<file path="config.mk">
export PLATFORM = sky130hd
export DESIGN_NAME = hex_event_reader
export DESIGN_NICKNAME = d
export VERILOG_FILES = /design/src/rtl/hex_pkg.sv /design/src/rtl/hex_skid_fifo.sv /design/src/rtl/hex_event_reader.sv
export SDC_FILE = /design/constraint.sdc
export NUM_CORES = 1
export LEC_CHECK = 0
export CAP_MARGIN = 20
export CORE_ASPECT_RATIO = 1.1
export CORE_MARGIN = 10
export CORE_UTILIZATION = 51
export CTS_CLUSTER_SIZE = 14
export DETAILED_ROUTE_END_ITERATION = 12
export GPL_TIMING_DRIVEN = 0
export PLACE_DENSITY = 0.89
export SETUP_SLACK_MARGIN = 0.3
export SLEW_MARGIN = 30
export SYNTH_ARGS = -nofsm -noshare
export SYNTH_HDL_FRONTEND = slang
export SYNTH_HIERARCHICAL = 1
export SYNTH_SLANG_ARGS = --single-unit
export TNS_END_PERCENT = 50
</file>
<file path="constraint.sdc">
create_clock -name clk -period 10 [get_ports clk]
set_clock_uncertainty 0.1 [all_clocks]
set_input_delay 2 -clock clk [delete_from_list [all_inputs] [get_ports clk]]
set_output_delay 2 -clock clk [all_outputs]
set_load 0.03 [all_outputs]
</file>
<file path="src/rtl/hex_pkg.sv">
// Shared definitions for the hex frame-buffer reader and writer.
// Entry layout: q[63:48] r[47:32] depth[31:24] material[23:16], [15:0] spare.
package hex_pkg;

    localparam int HEX_WIDTH = 64;
    localparam int HEX_Q_LSB = 48;
    localparam int HEX_R_LSB = 32;
    localparam int HEX_D_LSB = 24;
    localparam int HEX_M_LSB = 16;

    typedef struct packed {
        logic [15:0] q;
        logic [15:0] r;
        logic [7:0]  depth;
        logic [7:0]  material;
        logic [15:0] spare;
    } hex_entry_t;

    typedef struct packed {
        logic [15:0] q;
        logic [15:0] r;
        logic [7:0]  depth;
        logic [7:0]  material;
        logic        last;
    } hex_beat_t;

    typedef enum logic [1:0] {
        ST_IDLE,
        ST_SCAN,
        ST_DRAIN
    } hex_state_e;

    function automatic hex_beat_t hex_unpack(
        input logic [HEX_WIDTH-1:HEX_M_LSB] raw,
        input logic                         last
    );
        hex_beat_t b;
        b.q        = raw[HEX_Q_LSB +: 16];
        b.r        = raw[HEX_R_LSB +: 16];
        b.depth    = raw[HEX_D_LSB +: 8];
        b.material = raw[HEX_M_LSB +: 8];
        b.last     = last;
        return b;
    endfunction

endpackage

</file>
<file path="src/rtl/hex_skid_fifo.sv">
// Two-entry beat FIFO between the frame-buffer read port and the stream.
// Data outputs read as zero while empty.
module hex_skid_fifo
    import hex_pkg::*;
(
    input  logic      clk,
    input  logic      reset,
    input  logic      i_push,
    input  hex_beat_t i_data,
    input  logic      i_pop,
    output logic      o_valid,
    output hex_beat_t o_data,
    output logic [1:0] o_count
);

    hex_beat_t  r_mem [2];
    logic       r_wptr;
    logic       r_rptr;
    logic [1:0] r_count;
    logic       w_pop;

    assign w_pop   = i_pop && (r_count != 2'd0);
    assign o_valid = (r_count != 2'd0);
    assign o_data  = o_valid ? r_mem[r_rptr] : '0;
    assign o_count = r_count;

    always_ff @(posedge clk) begin
        if (i_push) begin
            r_mem[r_wptr] <= i_data;
        end
    end

    always_ff @(posedge clk) begin
        if (reset) begin
            r_wptr  <= 1'b0;
            r_rptr  <= 1'b0;
            r_count <= 2'd0;
        end else begin
            if (i_push) begin
                r_wptr <= ~r_wptr;
            end
            if (w_pop) begin
                r_rptr <= ~r_rptr;
            end
            r_count <= r_count + 2'(i_push) - 2'(w_pop);
        end
    end

endmodule

</file>
<file path="src/rtl/hex_event_reader.sv">
// Scans a packed hex-entry frame buffer and streams the unpacked entries.
// Define HEX_EVENT_READER_CULL_EN to drop entries deeper than depth_max.
module hex_event_reader
    import hex_pkg::*;
#(
    parameter  int WIDTH  = HEX_WIDTH,
    parameter  int DEPTH  = 256,
    localparam int ADDR_W = $clog2(DEPTH)
) (
    input  logic              clk,
    input  logic              reset,
    input  logic              frame_done,
    input  logic [31:0]       entry_count,
    output logic              rd_en,
    output logic [ADDR_W-1:0] rd_addr,
    input  logic [WIDTH-1:0]  rd_data,
    output logic              out_valid,
    input  logic              out_ready,
    output logic [15:0]       out_q,
    output logic [15:0]       out_r,
    output logic [7:0]        out_depth,
    output logic [7:0]        out_material,
    output logic              out_last,
`ifdef HEX_EVENT_READER_CULL_EN
    input  logic [7:0]        depth_max,
    output logic [31:0]       cull_count,
`endif
    output logic              busy,
    output logic              frame_complete
);

    hex_state_e        r_state;
    hex_state_e        w_state_nxt;
    logic [ADDR_W-1:0] r_addr;
    logic [ADDR_W-1:0] r_last_addr;
    logic              r_inflight;
    logic              r_inflight_last;
    logic              r_frame_complete;

    logic [31:0]       w_clamped;
    logic              w_start;
    logic              w_rd_en;
    logic              w_busy;
    logic              w_drained;
    logic              w_push;
    logic              w_pop;
    logic              w_cull;
    logic              w_credit_ok;
    logic [2:0]        w_used;
    logic [2:0]        w_next_occ;
    logic [1:0]        w_fifo_count;
    logic              w_fifo_valid;
    hex_beat_t         w_beat_in;
    hex_beat_t         w_beat_out;
    logic              w_unused;

    assign w_unused  = ^rd_data;
    assign w_clamped = (entry_count > 32'(DEPTH)) ? 32'(DEPTH) : entry_count;
    assign w_start   = (r_state == ST_IDLE) && frame_done;
    assign w_pop     = w_fifo_valid && out_ready;
    assign w_beat_in = hex_unpack(rd_data[HEX_WIDTH-1:HEX_M_LSB], r_inflight_last);
    assign w_push    = r_inflight && !w_cull;

    // A beat leaving this cycle frees its slot for a read issued now.
    assign w_used      = 3'(w_fifo_count) + 3'(r_inflight) - 3'(w_pop);
    assign w_credit_ok = (w_used < 3'd2);
    assign w_next_occ  = 3'(w_fifo_count) + 3'(w_push) - 3'(w_pop);

`ifdef HEX_EVENT_READER_CULL_EN
    logic [31:0] r_cull_count;

    assign w_cull     = r_inflight && (w_beat_in.depth > depth_max);
    assign cull_count = r_cull_count;

    always_ff @(posedge clk) begin
        if (reset || w_start) begin
            r_cull_count <= '0;
        end else if (w_cull) begin
            r_cull_count <= r_cull_count + 32'd1;
        end
    end
`else
    assign w_cull = 1'b0;
`endif

    always_ff @(posedge clk) begin
        if (reset) begin
            r_state <= ST_IDLE;
        end else begin
            r_state <= w_state_nxt;
        end
    end

    always_comb begin
        w_state_nxt = r_state;
        w_rd_en     = 1'b0;
        w_busy      = 1'b0;
        w_drained   = 1'b0;
        unique case (r_state)
            ST_IDLE: begin
                if (frame_done && (w_clamped != 32'd0)) begin
                    w_state_nxt = ST_SCAN;
                end
            end
            ST_SCAN: begin
                w_busy  = 1'b1;
                w_rd_en = w_credit_ok;
                if (w_rd_en && (r_addr == r_last_addr)) begin
                    w_state_nxt = ST_DRAIN;
                end
            end
            ST_DRAIN: begin
                w_busy = 1'b1;
                if (w_next_occ == 3'd0) begin
                    w_drained   = 1'b1;
                    w_state_nxt = ST_IDLE;
                end
            end
            default: w_state_nxt = ST_IDLE;
        endcase
    end

    always_ff @(posedge clk) begin
        if (reset) begin
            r_addr           <= '0;
            r_last_addr      <= '0;
            r_inflight       <= 1'b0;
            r_inflight_last  <= 1'b0;
            r_frame_complete <= 1'b0;
        end else begin
            r_inflight       <= w_rd_en;
            r_inflight_last  <= w_rd_en && (r_addr == r_last_addr);
            r_frame_complete <= w_drained || (w_start && (w_clamped == 32'd0));
            if (w_start) begin
                r_addr      <= '0;
                r_last_addr <= ADDR_W'(w_clamped - 32'd1);
            end else if (w_rd_en) begin
                r_addr <= r_addr + ADDR_W'(1);
            end
        end
    end

    hex_skid_fifo u_fifo (
        .clk     (clk),
        .reset   (reset),
        .i_push  (w_push),
        .i_data  (w_beat_in),
        .i_pop   (w_pop),
        .o_valid (w_fifo_valid),
        .o_data  (w_beat_out),
        .o_count (w_fifo_count)
    );

    assign rd_en          = w_rd_en;
    assign rd_addr        = r_addr;
    assign busy           = w_busy;
    assign frame_complete = r_frame_complete;
    assign out_valid      = w_fifo_valid;
    assign out_q          = w_beat_out.q;
    assign out_r          = w_beat_out.r;
    assign out_depth      = w_beat_out.depth;
    assign out_material   = w_beat_out.material;
    assign out_last       = w_beat_out.last;

endmodule
</file>
After elaboration in Yosys (flattened, before gate mapping)

Memory sizes are Yosys's and may differ from the RTL's. A register that Yosys moved wholly into a read port is not among the register bits.
Index checks and enable logic that the tools add are counted.

Flip-flop bits (word level): 25
RAM bits: 98
Input port bits: 100
Memories kept: 1

Add/sub/neg operators: 6
$lt $le $gt $ge: 2
Equality and inequality tests: 6
Mux-type cells: 14
Bitwise gates (word level): 2
Reduce and logical (&&, ||, !) cells: 16

Memory list:

| name         | depth | width | read ports | clocked after memory_dff | wr ports | RTL line            | RTL |
|---|---|---|---|---|---|---|---|
| u_fifo.r_mem | 2     | 49    | 1          | 1                        | 1        | hex_skid_fifo.sv:16 | `hex_beat_t r_mem [2];` |

Operators with widths:

| operator              | count |
|---|---|
| $mux W49              | 1 |
| $gt A32 B9 Y1 const B | 1 |
| $logic_not A32 Y1     | 1 |
| $mux W32              | 1 |
| $reduce_bool A32 Y1   | 1 |
| $add A8 B1 Y8 const B | 1 |
| $eq A8 B8 Y1          | 1 |
| $mux W1               | 8 |
| $sub A8 B1 Y8 const B | 1 |
| $logic_and A1 B1 Y1   | 7 |
| $mux W2               | 3 |
| $pmux W2 S3           | 1 |
| $ne A2 B2 Y1 const B  | 2 |
| $reduce_or A2 Y1      | 2 |
| $add A2 B1 Y3         | 1 |
| $logic_not A3 Y1      | 1 |
| $lt A3 B2 Y1 const B  | 1 |
| $reduce_and A3 Y1     | 1 |
| $sub A3 B1 Y3         | 1 |
| $add A2 B1 Y2         | 1 |
| $eq A2 B1 Y1 const B  | 1 |
| $eq A2 B2 Y1 const B  | 1 |
| $logic_not A2 Y1      | 1 |
| $ne A2 B1 Y1 const B  | 1 |
| 4 further kinds       | 5 |

Longest topological paths before layout

Depth after elaboration: 7
Gate-level depth with buffers: 15
Depth with buffers taken out: 13

Hierarchy

Netlist, hierarchy kept.

Modules (own cells, without submodules):

| module           | times used | cells an instance | area an instance (um^2) |
|---|---|---|---|
| hex_skid_fifo    | 1          | 230               | 3948.8 |
| hex_event_reader | 1          | 156               | 1335.0 |

Worst setup path after synthesis

No wires, ideal clock.

Path kind: input to output
From: in out_ready
To: out rd_en
Arrival time: 3.797 ns
Required time: 7.900 ns
Setup slack: 4.103 ns
Cell stages on the path: 9
Buffers on the path: 1
Cells stage by stage: and2_1 -> ha_1 -> inv_1 -> ha_1 -> inv_1 -> fa_1 -> xnor2_2 -> and3_1 -> clkbuf_1

Longest elaborated chain between the ends: 4

Ends and longest elaborated chain:

| what                | RTL line               | RTL |
|---|---|---|
| start: declaration  | hex_event_reader.sv:18 | `input logic out_ready,` |
| $logic_and A1 B1 Y1 | hex_event_reader.sv:60 | `assign w_pop = w_fifo_valid && out_ready;` |
| $sub A3 B1 Y3       | hex_event_reader.sv:65 | `assign w_used = 3'(w_fifo_count) + 3'(r_inflight) - 3'(w_pop);` |
| $lt A3 B2 Y1        | hex_event_reader.sv:66 | `assign w_credit_ok = (w_used < 3'd2);` |
| $mux W1             | hex_event_reader.sv:99 | `unique case (r_state)` |
| end: declaration    | hex_event_reader.sv:14 | `output logic rd_en,` |

No other way between the ends.

Worst setup path after layout

From: in out_ready
To: out rd_en

Longest elaborated chain between the ends: 4

Ends and longest elaborated chain:

| what                | RTL line               | RTL |
|---|---|---|
| $logic_and A1 B1 Y1 | hex_event_reader.sv:60 |  |
| named net w_pop     | hex_event_reader.sv:46 | `logic w_pop;` |
| $sub A3 B1 Y3       | hex_event_reader.sv:65 |  |
| $lt A3 B2 Y1        | hex_event_reader.sv:66 |  |
| $mux W1             | hex_event_reader.sv:99 |  |

The timed path passes the listed nets, and every way through them passes these cells.

==> flow_summary_export.csv <==
group,metric,value,unit
timing,slew_headroom,64.8,%
global_routing,grt.overflow.total,0,
timing,fin_setup_tns,0,ns
final_layout,final_cells,684,
timing,fin_crit,7.18,ns
routing,wl,13.9,mm
cts,clkTransAtPathRegs,0.06,ns
die,start_util,52.9,%
logic_synthesis,syn_area,0.00528,mm2
routing,drt_iter0_drc,244,
final_layout,layout_common_cells,"clkdlybuf4s50_1, edfxtp_1, nor2_1, mux2i_1, dfxtp_1",
die,core,0.00998,mm2
logic_synthesis,synth_top_family_by_area,"simple AND/OR/NAND/NOR gates",
global_routing,antenna_found_initial,0,
cts,clock-sinks,124,
timing,maxSlewViolCount,0,
timing,fin_hold_ws,0.328,ns
routing,drc,0,
logic_synthesis,muxShareOfSynthArea,10.1,%
cts,cts_max_path_buffers,2,
logic_synthesis,synth_edf_count,98,
logic_synthesis,syn_nets,497,
global_routing,grt_pass1_vias,4035,
cts,cts-root-buf,"clkbuf_8",
cts,cts_resized,0,
setup_path,crit_arrival,5.08,ns
cts,post-cts-setup-buffers,0,
logic_synthesis,synth_compound_area_share,3.32,%
setup_path,path_class,"primary input to output port",
timing,rsz0062_at_grt,"no",
final_layout,layout_commonest_cell,"clkdlybuf4s50_1",
min_path,hold_class,"flop to flop",
die,die_area,0.0148,mm2
setup_path,cp-end-kind,"output port",
placement,dp_cells,653,
final_layout,num_antenna_cells,0,
cts,clk_latency,0.53,ns
setup_path,r2r_end,"rd_addr[6]$_SDFFE_PP0P_",
timing,fmax,139,MHz
logic_synthesis,yosys_register_bits,124,
routing,drt_pass1_iterations,4,
timing,final_hold_viol_count,0,
setup_path,critPathLaunchType,"primary input",
pwr,power.density,204,mW/mm2
logic_synthesis,netlist-cell-type-count,43,
routing,ant_nets,0,
global_routing,grt_max_degree,37,
cts,cts.htree.levels,4,
cts,cts_hold_buf,0,
placement,port-buffer-count,144,
die,ios,161,
logic_synthesis,synth_flop_cell,"edfxtp_1",
logic_synthesis,synth_xor_xnor_area_share,3.72,%
setup_path,critical_path.top_delay_family,"buffers and inverters",
setup_path,cp_cell_sequence,"clkdlybuf4s50_1, and2_1, ha_1, inv_1, ha_1, inv_1, fa_1, xnor2_2, and3_1, clkbuf_1, clkdlybuf4s50_1",
timing,setup_viol,0,
setup_path,reg2reg_from,"u_fifo/o_count[1]$_SDFF_PP0_",
pwr,p_leak,0.00257,uW
timing,max_slew.worst_pin.slew,0.527,ns
status,status,"complete, no violations",
final_layout,seq_area,0.00346,mm2
setup_path,worstPathMaxFanout,5,
placement,routabilityCongestion,0.871,
logic_synthesis,yosys.area_share.adder,2.75,%
cts,cts_tree,"built",
final_layout,area_growth,43.3,%
final_layout,layout-drive-gt1-share,9.75,%
global_routing,grt_use_total,19.4,%
routing,wl_per_cell,20.3,um
logic_synthesis,ys.warnings.count,6,
routing,via_count,3712,
setup_path,r2r_slack,6.36,ns
setup_path,crit_slowest_cell,"clkdlybuf4s50_1",
setup_path,worst_ep_required_time,7.90,ns
final_layout,fin_util,75.8,%
logic_synthesis,synth_simple_gate_area_share,11.5,%
min_path,hold_depth,0,
logic_synthesis,ys_seq_area_share,65.5,%
setup_path,path_buf_inv,5,
setup_path,cp_slowest_stage_delay,0.75,ns
min_path,hold_end,"u_fifo/r_mem[1][0]$_DFFE_PP_",
min_path,hold_start,"r_inflight_last$_SDFF_PP0_",
cts,numCtsBuffers,17,
global_routing,grt_pass1_wl,21.6,mm
die,die_w,117,um
logic_synthesis,syn_area_per_cell,13.7,um2
die,die_h,127,um
final_layout,multiInputGateArea,0.00167,mm2
setup_path,ff2ff_path_depth,14,
final_layout,fill_cells,613,
logic_synthesis,ys_async_sr_fraction,0,%
job,drv_cap,0,
placement,dp_hpwl,9.69,mm
die,row_count,38,
timing,fin_crit_sh,71.8,%
pwr,ir_drop,102,uV
routing,vias_per_cell,5.43,
logic_synthesis,synth_cells,386,
final_layout,finish.net_count,663,
==> cell usage after synthesis, types with 4 or more instances <==
cell type / number / area share [%]
dfxtp_1: 26 / 9.9
nor3_1: 6 / 0.57
buf_4: 4 / 0.57
ha_1: 10 / 2.4
a311oi_1: 4 / 0.66
buf_2: 5 / 0.47
nand4_1: 5 / 0.59
xnor2_1: 8 / 1.3
mux2i_1: 51 / 9.7
xor2_1: 10 / 1.7
nor2_1: 72 / 5.1
edfxtp_1: 98 / 56
nand2_1: 11 / 0.78
inv_1: 13 / 0.92
or3_1: 4 / 0.47
nor4_1: 9 / 1.1
==> cell families (layout without fill, tap and decap cells) <==
logic type                 after synthesis  count (layout)
and+or+nand+nor                        127             127
DFF                                    124             124
muxes                                   53              53
buffers and inverters                   29             207
AOI/OAI and AO/OA                       22              22
xor gates and xnor gates                20              20
adders and majority gates               11              11
==> how the worst max path moves through the flow <==
stage,slack [ns],start,end,depth (start not counted)
4_1_cts,2.82,out_ready,rd_en,11
3_3_place_gp,2.96,out_ready,rd_en,11
3_5_place_dp,2.89,out_ready,rd_en,11
5_1_grt,2.64,out_ready,rd_en,11
2_1_floorplan,4.10,out_ready,rd_en,9
6_report,2.82,out_ready,rd_en,11
==> worst register-to-register path: stages (launching register included) <==
cell and delay [ns]:
dfxtp_1 0.39, nor2_1 0.31, buf_2 0.31, inv_1 0.08
and2_1 0.21, ha_1 0.32, inv_1 0.06, ha_1 0.15
inv_1 0.06, fa_1 0.40, xnor2_2 0.25, nand4_1 0.27
nor4_1 0.40, xnor2_1 0.17, nor2_1 0.06
==> report_power, final <==
part	total, uW	internal (uW)	switching, uW
Sequential	612	595	17.1
Combinational	306	132	174
Clock	627	404	223
Total	1550	1130	414
==> cell type report <==
class,instances,area share [%]
clock inverters,14,2.58
repair buffers,147,20.0
flip-flops and latches,124,45.8
clock buffers,17,5.47
plain buffers,16,1.54
well taps,120,1.98
multi-input cells,233,22.0
inverters,13,0.645
==> metrics by stage <==
| stage | total power [uW] | setup slack [ns] | instance area, um2 |
|---|---|---|---|
| final | 1550 | 2.82 | 7570 |
| after global routing | 1600 | 2.64 | 7570 |
| after CTS | 1560 | 2.82 | 7570 |
| after detailed placement | 926 | 2.89 | 6960 |
| after global placement | 908 | 2.96 | 6880 |
| after floorplan | 785 | 4.10 | 5280 |
==> sequential cells by signal, indices dropped and copies added (netlist names), named ones only <==
| signal | flops |
|---|---|
| u_fifo/r_mem | 98 |
| r_last_addr | 8 |
| rd_addr | 8 |
| r_state | 2 |
| u_fifo/o_count | 2 |
| frame_complete | 1 |
| r_inflight | 1 |
| r_inflight_last | 1 |
| u_fifo/r_rptr | 1 |
| u_fifo/r_wptr | 1 |
==> per-layer routing <==
layer  vias up  global-route usage [%]  routed length (um)
met4         0                    4.88                 139
met1      1793                    20.0                5130
li1       1742                       -                   -
met5         -                       0                   0
met2       162                    33.5                7180
met3        15                    10.2                1440
Power figures use the tool's default switching activity.
